File: src/rtl/ca_eval_sequencer.sv
// Evaluation sequencer for a cellular-automaton cell array: loads the LUT configuration
// over S2, writes input/control words over S1, launches S3, waits, then reads back the result.
module ca_eval_sequencer #(
  parameter int CFG_WORDS = 512,
  parameter int ADDR_W    = 9,
  parameter int DATA_W    = 32,
  parameter int STEP_W    = 16,
  parameter int SETTLE    = 4
) (
  input  logic              clk_in,
  input  logic              rst,
  input  logic              start,
  input  logic              skip_cfg,
  input  logic [DATA_W-1:0] in_word,
  input  logic [DATA_W-1:0] ctrl_word,
  input  logic [STEP_W-1:0] steps,
  input  logic              cfg_valid,
  output logic              cfg_ready,
  input  logic [DATA_W-1:0] cfg_data,
  output logic              busy,
  output logic              done,
  output logic [DATA_W-1:0] result,
  output logic              s1_read,
  output logic              s1_write,
  output logic              s1_address,
  output logic [DATA_W-1:0] s1_writedata,
  input  logic [DATA_W-1:0] s1_readdata,
  output logic              s2_write,
  output logic [ADDR_W-1:0] s2_address,
  output logic [DATA_W-1:0] s2_writedata,
  output logic              s3_write,
  output logic [STEP_W-1:0] s3_writedata
);

  typedef enum logic [3:0] {
    ST_IDLE,
    ST_CFG,
    ST_WR_IN,
    ST_WR_CTRL,
    ST_RUN,
    ST_WAIT,
    ST_READ,
    ST_CAPTURE,
    ST_DONE
  } state_t;

  localparam logic [ADDR_W-1:0] LAST_ADDR  = ADDR_W'(CFG_WORDS - 1);
  localparam logic [STEP_W:0]   SETTLE_CYC = (STEP_W + 1)'(SETTLE);

  if ((2 ** ADDR_W) < CFG_WORDS) begin : g_addr_check
    $error("ca_eval_sequencer: ADDR_W too narrow to address CFG_WORDS");
  end

  state_t              state;
  state_t              state_nxt;
  logic [STEP_W-1:0]   steps_q;
  logic [DATA_W-1:0]   in_q;
  logic [DATA_W-1:0]   ctrl_q;
  logic [ADDR_W-1:0]   cfg_cnt;
  logic [STEP_W:0]     wait_left;
  logic [STEP_W:0]     wait_total;
  logic                capture_q;

  // Next values of the registered outputs, decoded from the current state.
  logic                s1_read_d;
  logic                s1_write_d;
  logic                s1_address_d;
  logic [DATA_W-1:0]   s1_writedata_d;
  logic                s2_write_d;
  logic [ADDR_W-1:0]   s2_address_d;
  logic [DATA_W-1:0]   s2_writedata_d;
  logic                s3_write_d;
  logic [STEP_W-1:0]   s3_writedata_d;
  logic                capture_d;
  logic                done_d;

  // One extra bit keeps steps = all-ones plus SETTLE from wrapping.
  assign wait_total = {1'b0, steps_q} + SETTLE_CYC;

  // State register.
  always_ff @(posedge clk_in) begin
    // NOTE: clocked state uses non-blocking assignments so every register samples pre-edge values.
    if (!rst) begin
      state <= ST_IDLE;
    end else begin
      state <= state_nxt;
    end
  end

  // Next-state logic.
  always_comb begin
    state_nxt = state;
    unique case (state)
      ST_IDLE: begin
        if (start) begin
          state_nxt = skip_cfg ? ST_WR_IN : ST_CFG;
        end
      end
      ST_CFG: begin
        if (cfg_valid && (cfg_cnt == '0)) begin
          state_nxt = ST_WR_IN;
        end
      end
      ST_WR_IN:   state_nxt = ST_WR_CTRL;
      ST_WR_CTRL: state_nxt = ST_RUN;
      ST_RUN:     state_nxt = (wait_total == '0) ? ST_READ : ST_WAIT;
      ST_WAIT: begin
        if (wait_left == (STEP_W + 1)'(1)) begin
          state_nxt = ST_READ;
        end
      end
      ST_READ:    state_nxt = ST_CAPTURE;
      ST_CAPTURE: state_nxt = ST_DONE;
      ST_DONE:    state_nxt = ST_IDLE;
      default:    state_nxt = ST_IDLE;
    endcase
  end

  // Output decode; address/data hold their value unless a strobe reloads them.
  always_comb begin
    // NOTE: every signal driven here gets a default first, so no path leaves one unassigned (no latch).
    cfg_ready      = (state == ST_CFG);
    s1_read_d      = 1'b0;
    s1_write_d     = 1'b0;
    s1_address_d   = s1_address;
    s1_writedata_d = s1_writedata;
    s2_write_d     = 1'b0;
    s2_address_d   = s2_address;
    s2_writedata_d = s2_writedata;
    s3_write_d     = 1'b0;
    s3_writedata_d = s3_writedata;
    capture_d      = 1'b0;
    done_d         = 1'b0;
    unique case (state)
      ST_CFG: begin
        if (cfg_valid) begin
          s2_write_d     = 1'b1;
          s2_address_d   = cfg_cnt;
          s2_writedata_d = cfg_data;
        end
      end
      ST_WR_IN: begin
        s1_write_d     = 1'b1;
        s1_address_d   = 1'b1;
        s1_writedata_d = in_q;
      end
      ST_WR_CTRL: begin
        s1_write_d     = 1'b1;
        s1_address_d   = 1'b0;
        s1_writedata_d = ctrl_q;
      end
      ST_RUN: begin
        s3_write_d     = 1'b1;
        s3_writedata_d = steps_q;
      end
      ST_READ: begin
        s1_read_d    = 1'b1;
        s1_address_d = 1'b0;
      end
      ST_CAPTURE: capture_d = 1'b1;
      ST_DONE:    done_d    = 1'b1;
      default: ;
    endcase
  end

  // Request latches, configuration address counter and wait counter.
  always_ff @(posedge clk_in) begin
    if (!rst) begin
      steps_q   <= '0;
      in_q      <= '0;
      ctrl_q    <= '0;
      cfg_cnt   <= LAST_ADDR;
      wait_left <= '0;
    end else begin
      if ((state == ST_IDLE) && start) begin
        steps_q <= steps;
        in_q    <= in_word;
        ctrl_q  <= ctrl_word;
        cfg_cnt <= LAST_ADDR;
      end
      if ((state == ST_CFG) && cfg_valid) begin
        cfg_cnt <= cfg_cnt - 1'b1;
      end
      if (state == ST_RUN) begin
        wait_left <= wait_total;
      end else if (state == ST_WAIT) begin
        wait_left <= wait_left - 1'b1;
      end
    end
  end

  // Registered outputs: each strobe appears the cycle after the state that issues it.
  always_ff @(posedge clk_in) begin
    if (!rst) begin
      s1_read      <= 1'b0;
      s1_write     <= 1'b0;
      s1_address   <= 1'b0;
      s1_writedata <= '0;
      s2_write     <= 1'b0;
      s2_address   <= LAST_ADDR;
      s2_writedata <= '0;
      s3_write     <= 1'b0;
      s3_writedata <= '0;
      capture_q    <= 1'b0;
      busy         <= 1'b0;
      done         <= 1'b0;
      result       <= '0;
    end else begin
      s1_read      <= s1_read_d;
      s1_write     <= s1_write_d;
      s1_address   <= s1_address_d;
      s1_writedata <= s1_writedata_d;
      s2_write     <= s2_write_d;
      s2_address   <= s2_address_d;
      s2_writedata <= s2_writedata_d;
      s3_write     <= s3_write_d;
      s3_writedata <= s3_writedata_d;
      capture_q    <= capture_d;
      busy         <= (state_nxt != ST_IDLE);
      done         <= done_d;
      // Read data arrives one cycle after s1_read is seen, i.e. the cycle after CAPTURE.
      if (capture_q) begin
        result <= s1_readdata;
      end
    end
  end

endmodule

File: config.mk
export PLATFORM = sky130hd
export DESIGN_NAME = ca_eval_sequencer
export DESIGN_NICKNAME = d
export VERILOG_FILES = /design/src/rtl/ca_eval_sequencer.sv
export SDC_FILE = /design/constraint.sdc
export NUM_CORES = 1
export LEC_CHECK = 0
export BUFFER_PORTS_ARGS = -buffer_cell sky130_fd_sc_hd__buf_2
export CORE_UTILIZATION = 47
export CTS_CLUSTER_SIZE = 28
export DETAILED_ROUTE_END_ITERATION = 12
export PLACE_DENSITY = 0.74
export SYNTH_ARGS = -nofsm -noshare
export SYNTH_HDL_FRONTEND = slang
export SYNTH_SLANG_ARGS = --single-unit
File: constraint.sdc
create_clock -name clk_in -period 4.2 [get_ports clk_in]
set_clock_uncertainty 0.1 [all_clocks]
set_input_delay 0.21 -clock clk_in [delete_from_list [all_inputs] [get_ports clk_in]]
set_output_delay 0.21 -clock clk_in [all_outputs]
set_load 0.005 [all_outputs]
---- Word level (Yosys, flattened, before mapping) ----
Cells that the tools add are included.
operators by class
  add/sub/neg operators ................... 3
  multiplexer cells ....................... 18
  equality and inequality tests ........... 9
  reductions and logical operators ........ 15
operator list
  kind                                                                  count
  32-bit one-hot mux with 2 select lines                                1
  17-bit 2-to-1 mux                                                     2
  4-bit one-hot mux with 8 select lines                                 1
  9-bit 2-to-1 mux                                                      2
  16-bit by 3-bit adder with 17-bit output, second input constant       1
  17-bit by 1-bit == test with 1-bit output, second input constant      1
  17-bit zero test                                                      1
  17-bit by 1-bit subtractor with 17-bit output, second input constant  1
  4-bit by 3-bit == test with 1-bit output, second input constant       4
  4-bit 2-to-1 mux                                                      3
  9-bit zero test                                                       1
  9-bit by 1-bit subtractor with 9-bit output, second input constant    1
  4-bit by 2-bit == test with 1-bit output, second input constant       2
  2-bit nonzero test                                                    4
  1-bit 2-to-1 mux                                                      6
  4-bit by 1-bit == test with 1-bit output, second input constant       1
  4-bit == test, second input constant                                  1
  4-bit zero test                                                       1
  2-bit 2-to-1 mux                                                      2
  2-bit AND reduction                                                   2
  4-bit nonzero test                                                    1
  2-bit OR reduction                                                    2
  1-bit logical AND                                                     3
  1-bit one-hot mux with 2 select lines                                 1
word-level totals
  input bits .............................. 149
  output and inout port bits .............. 129
  word-level logic and storage cells ...... 64
  register bits ........................... 239

---- Depth between registers and ports, before layout ----
  depth in word-level cells ............... 5
  gate-level depth with buffers ........... 8
  gate-level depth less buffers ........... 8

---- Worst setup path after synthesis ----
Ideal clock, no wire load.
  kind .................................... reg2reg
  start point ............................. register steps_q[2]
  end point ............................... register busy
  library setup time ...................... 0.134 ns
  cell stages (with the launch flop) ...... 8
  data required time ...................... 3.966 ns
  clock period less this slack ............ 2.144 ns
  data arrival time ....................... 1.910 ns
  path slack .............................. 2.056 ns
  path buffers ............................ 0
  path through ............................ dfxtp_1 ha_1 nand3_1 nor3_1 nor3_1 o2111ai_1 o31ai_2 or4_1
on the way
  word-level cells in the longest chain between the ends .. 5
RTL lines
  element                                   line  RTL
  start, declared                           56    logic [STEP_W-1:0] steps_q;
  start signal, assigned                    176   steps_q <= steps;
  16-bit by 3-bit adder with 17-bit output  78    assign wait_total = {1'b0, steps_q} + SETTLE_CYC;
  17-bit zero test                          106   ST_RUN: state_nxt = (wait_total == '0) ? ST_READ : ST_WAIT;
  2-bit 2-to-1 mux                          106
  4-bit one-hot mux with 8 select lines     93    unique case (state)
  4-bit nonzero test                        219   busy <= (state_nxt != ST_IDLE);
  end signal, assigned                      219
  end, declared                             20    output logic busy,
Every way passes these cells.
A chain may end at the register's enable or synchronous reset.

---- Worst setup path after layout ----
  start point ............................. register state[0]
  end point ............................... register cfg_cnt[5]
on the way
  word-level cells in the longest chain between the ends .. 3
  elaborated cells on any way between the ends .. 6
  classes of those cells .................. eq/ne (1); mux (1); reduce/logical (4)
RTL lines
  element                                                                      line      RTL
  start, declared                                                              54        state_t state;
  start signal, assigned                                                       86        state <= state_nxt;
  4-bit by 1-bit == test with 1-bit output or 4-bit zero test (tied branches)  181, 175
  1-bit logical AND, on equally long branches                                  181, 175
  9-bit 2-to-1 mux or 2-bit nonzero test (tied branches)                       -
  end signal, assigned                                                         182       cfg_cnt <= cfg_cnt - 1'b1;
  end, declared                                                                59        logic [ADDR_W-1:0] cfg_cnt;
Several ways; a longest one is shown, not always the timed one.

==> impl_results.md <==
* VDD IR max at between 0.2 and 0.3 mV
* CTS root buf: clkbuf_16
* Post-synthesis cell type count at 59
* Worst-Skew Late Latency at 520 ps
* Most frequent cells in the layout: 304 x nand2_1, 277 x buf_2, 237 x dfxtp_1
* Reg2Reg Launch Point: state[0]
* First-pass GRT wire length at 43190 um
* Final layout net count at 1672
* Drt initial violations at 519
* Vias in the first global route at 8939
* Placed instance count at 1611
* Syn avg cell area at 8.264 sq um
* RR Endpoint: cfg_cnt[5]
* F_max at 343.4 MHz
* Crit path cell chain: nor4b_4 > and2_1 > nand3_1 > nor4_1 > mux2_2 > nand2_1
* Clock sink count at about 240
* Max-cap viol count at 0
* Crit-path max cell delay at 780 ps
* GR Util All Layers at around a quarter
* Register area share after synthesis at 50.17%
* Min Clock Period, post-route at 2912 ps
* Initial core utilization at 48.52%
* Setup Buffers After CTS at 0
* Antenna Nets Post-Route at 0
* Worst Setup EP: cfg_cnt[5]
* Largest net degree at the start of global routing at 90
* I/O Buffers at 277
* Final hold violation count at 0
* H-tree depth at 1
* Final setup fails at 0
* Pwr dens at 420.3 mW/mm^2
* R2R setup slack at 1290 ps
* Leak Pwr at 0.005507 uW
* Kind of critical path: flop to flop
* Die ar. at 0.02086 sq mm
* FF+latch area at 0.004790 sq mm
* DR pass1 iterations at 5
* Yosys warns at 0
* Post-Layout Cell Count at 1802
* Max Transition Viols Final at 0
* Crit path DAT at around 3300 ps
* Cell count after synthesis at 1154
* CTS resizes at 0
* Area growth, synth to finish at 39.22%
* R2R cell count at 6
* Run status: completed
* Cell row count at 51
* Commonest non-fill, non-tap cell in the layout: nand2_1
* Slew @ Worst Pin at 1038 ps
* Core ar. at 0.01965 sq mm
* Remaining DRCs at 0
* Post-layout util at approximately two thirds
* Fillers at roughly 1600
* Syn nets at 1309
* I/O pins at 278
* Clock slew at reported path FFs at roughly 60 ps
* RSZ-0062 raised after global routing: no
* Launch point of the worst path: state[0]
* Initial antenna violation count at 1
* Area of the multi-input gates at 0.004362 sq mm
* Worst path required time at 4540 ps
* Synth Flop Type: dfxtp_1
* Longest Clk Path Bufs at 3
* Slew headroom at 30.52%
* CTS tree: built
* Hold-fix buffers, CTS at 144
* Final Wtd Congestion at 0.8959
* Final Routed Wirelength at roughly 28000 um
* Cell Area, Synth at 0.009537 sq mm
* DR WL/cell at 15.36 um
* TritonCTS Buffers at 25
* Maximum fanout along the worst path at 41
* Final Power at 5580 uW
* Slowest cell on crit path: dfxtp_4
* Endpoint class of the critical path: flop
* Worst Setup Slack, final at 1288 ps
* Die Y at 144.4 um
* Die width at 144.4 um
* Layout cells sized above 1 at 22.74%
* FF+latch count, synth at 239
* GRT overflow at 0
* Vias per inst at 5.214
* Number of synthesized flops with an enable pin at 0
* Total Neg Setup Slack at 0 ps
* HPWL Detailed at 16160 um
* DP Worst Slack at 1297 ps
* Crit share post-route at 69.33%
* Post-synth ARST share at 0%
* Startpoint types: flop
* HP Class: input pin to flop
* Detailed-route via count at 9396
-- where the power goes --
| part | leakage (uW) | internal [uW] | switching [uW] |
|---|---|---|---|
| Clock | 0.000437 | 1390 | 887 |
| Sequential | 0.00195 | 2400 | 120 |
| Combinational | 0.00312 | 360 | 428 |
| Total | 0.00551 | 4150 | 1430 |
-- flip-flops by register name, indices dropped and copies added (netlist names), 16 cells and up --
| name | flops |
|---|---|
| ctrl_q | 32 |
| steps_q | 16 |
| result | 32 |
| s2_writedata | 32 |
| wait_left | 17 |
| in_q | 32 |
| s3_writedata | 16 |
| s1_writedata | 32 |
-- metrics by stage --
| stage | hold WS, ps | area [sq um] |
|---|---|---|
| 6_report | 27.20 | 13280 |
| 5_1_grt | 48.73 | 13270 |
| 4_1_cts | 15.05 | 13270 |
| 3_5_place_dp | 343.6 | 10960 |
| 3_3_place_gp | 339.7 | 10960 |
| 2_1_floorplan | 246.0 | 9537 |
-- Yosys cell counts (all sizes together) (2+ instances only) --
library cell	n	share of area [%]
nand2	304	12
dfxtp	239	50
a21oi	147	7.7
nor2	107	4.3
clkbuf	66	2.6
mux2i	65	6.8
a211oi	34	2.8
buf	27	1.4
o21ai	22	1.2
nand3	21	1.1
xnor2	9	0.83
inv	8	0.31
nor3	8	0.42
a22oi	6	0.47
ha	6	0.79
nand4	6	0.39
xor2	6	0.55
and3	5	0.33
nor3b	5	0.39
o22ai	5	0.33
and4	4	0.39
nor4	4	0.26
o31ai	4	0.37
or4	4	0.31
mux2	3	0.35
nand2b	3	0.20
o211ai	3	0.24
or3	3	0.20
a21o	2	0.16
a311oi	2	0.18
a32o	2	0.21
and2	2	0.13
nor2b	2	0.13
nor4b	2	0.41
o32ai	2	0.18
o41ai	2	0.18
-- area by class of cell --
type	instances	area share (%)
tap	265	2.497
multi-input combinational	814	32.85
inverter	8	0.2639
antenna	2	0.03770
timing repair buffer	429	21.75
sequential	239	36.08
clock inverter	9	0.7445
clock buffer	36	5.777
-- cells by family after synthesis --
| logic type | count (synthesis) | share of synthesized area, % |
|---|---|---|
| simple gates | 483 | 21.15 |
| compound gates | 242 | 14.98 |
| flops | 239 | 50.17 |
| buf+inv | 101 | 4.356 |
| mux | 68 | 7.177 |
| xor+xnor | 15 | 1.378 |
| fa+ha+maj | 6 | 0.7872 |
-- routing by layer --
layer	wire [um]	vias up	share of wire (%)	track usage, %
li1	-	4630	-	-
met1	11490	4386	42	30.68
met2	13750	323	50	45.65
met3	1676	57	6.1	5.066
met4	759	0	2.7	9.363
met5	0	-	0	0
-- critical path, delay by kind of cell (launching register included) --
kind | cells | cell delay [ps]
mux | 1 | 360
flops | 1 | 780
simple gates | 5 | 1590
-- worst min-delay path by stage --
stage	depth (start not counted)	start	end
after floorplan	2	ctrl_word[0]	ctrl_q[0]
after global placement	2	s2_writedata[6]	s2_writedata[6]
after detailed placement	2	s2_writedata[0]	s2_writedata[0]
after CTS	2	rst	cfg_cnt[7]
after global routing	2	rst	cfg_cnt[5]
final	2	rst	cfg_cnt[1]
No activity file was read; power rests on OpenSTA's default activity.
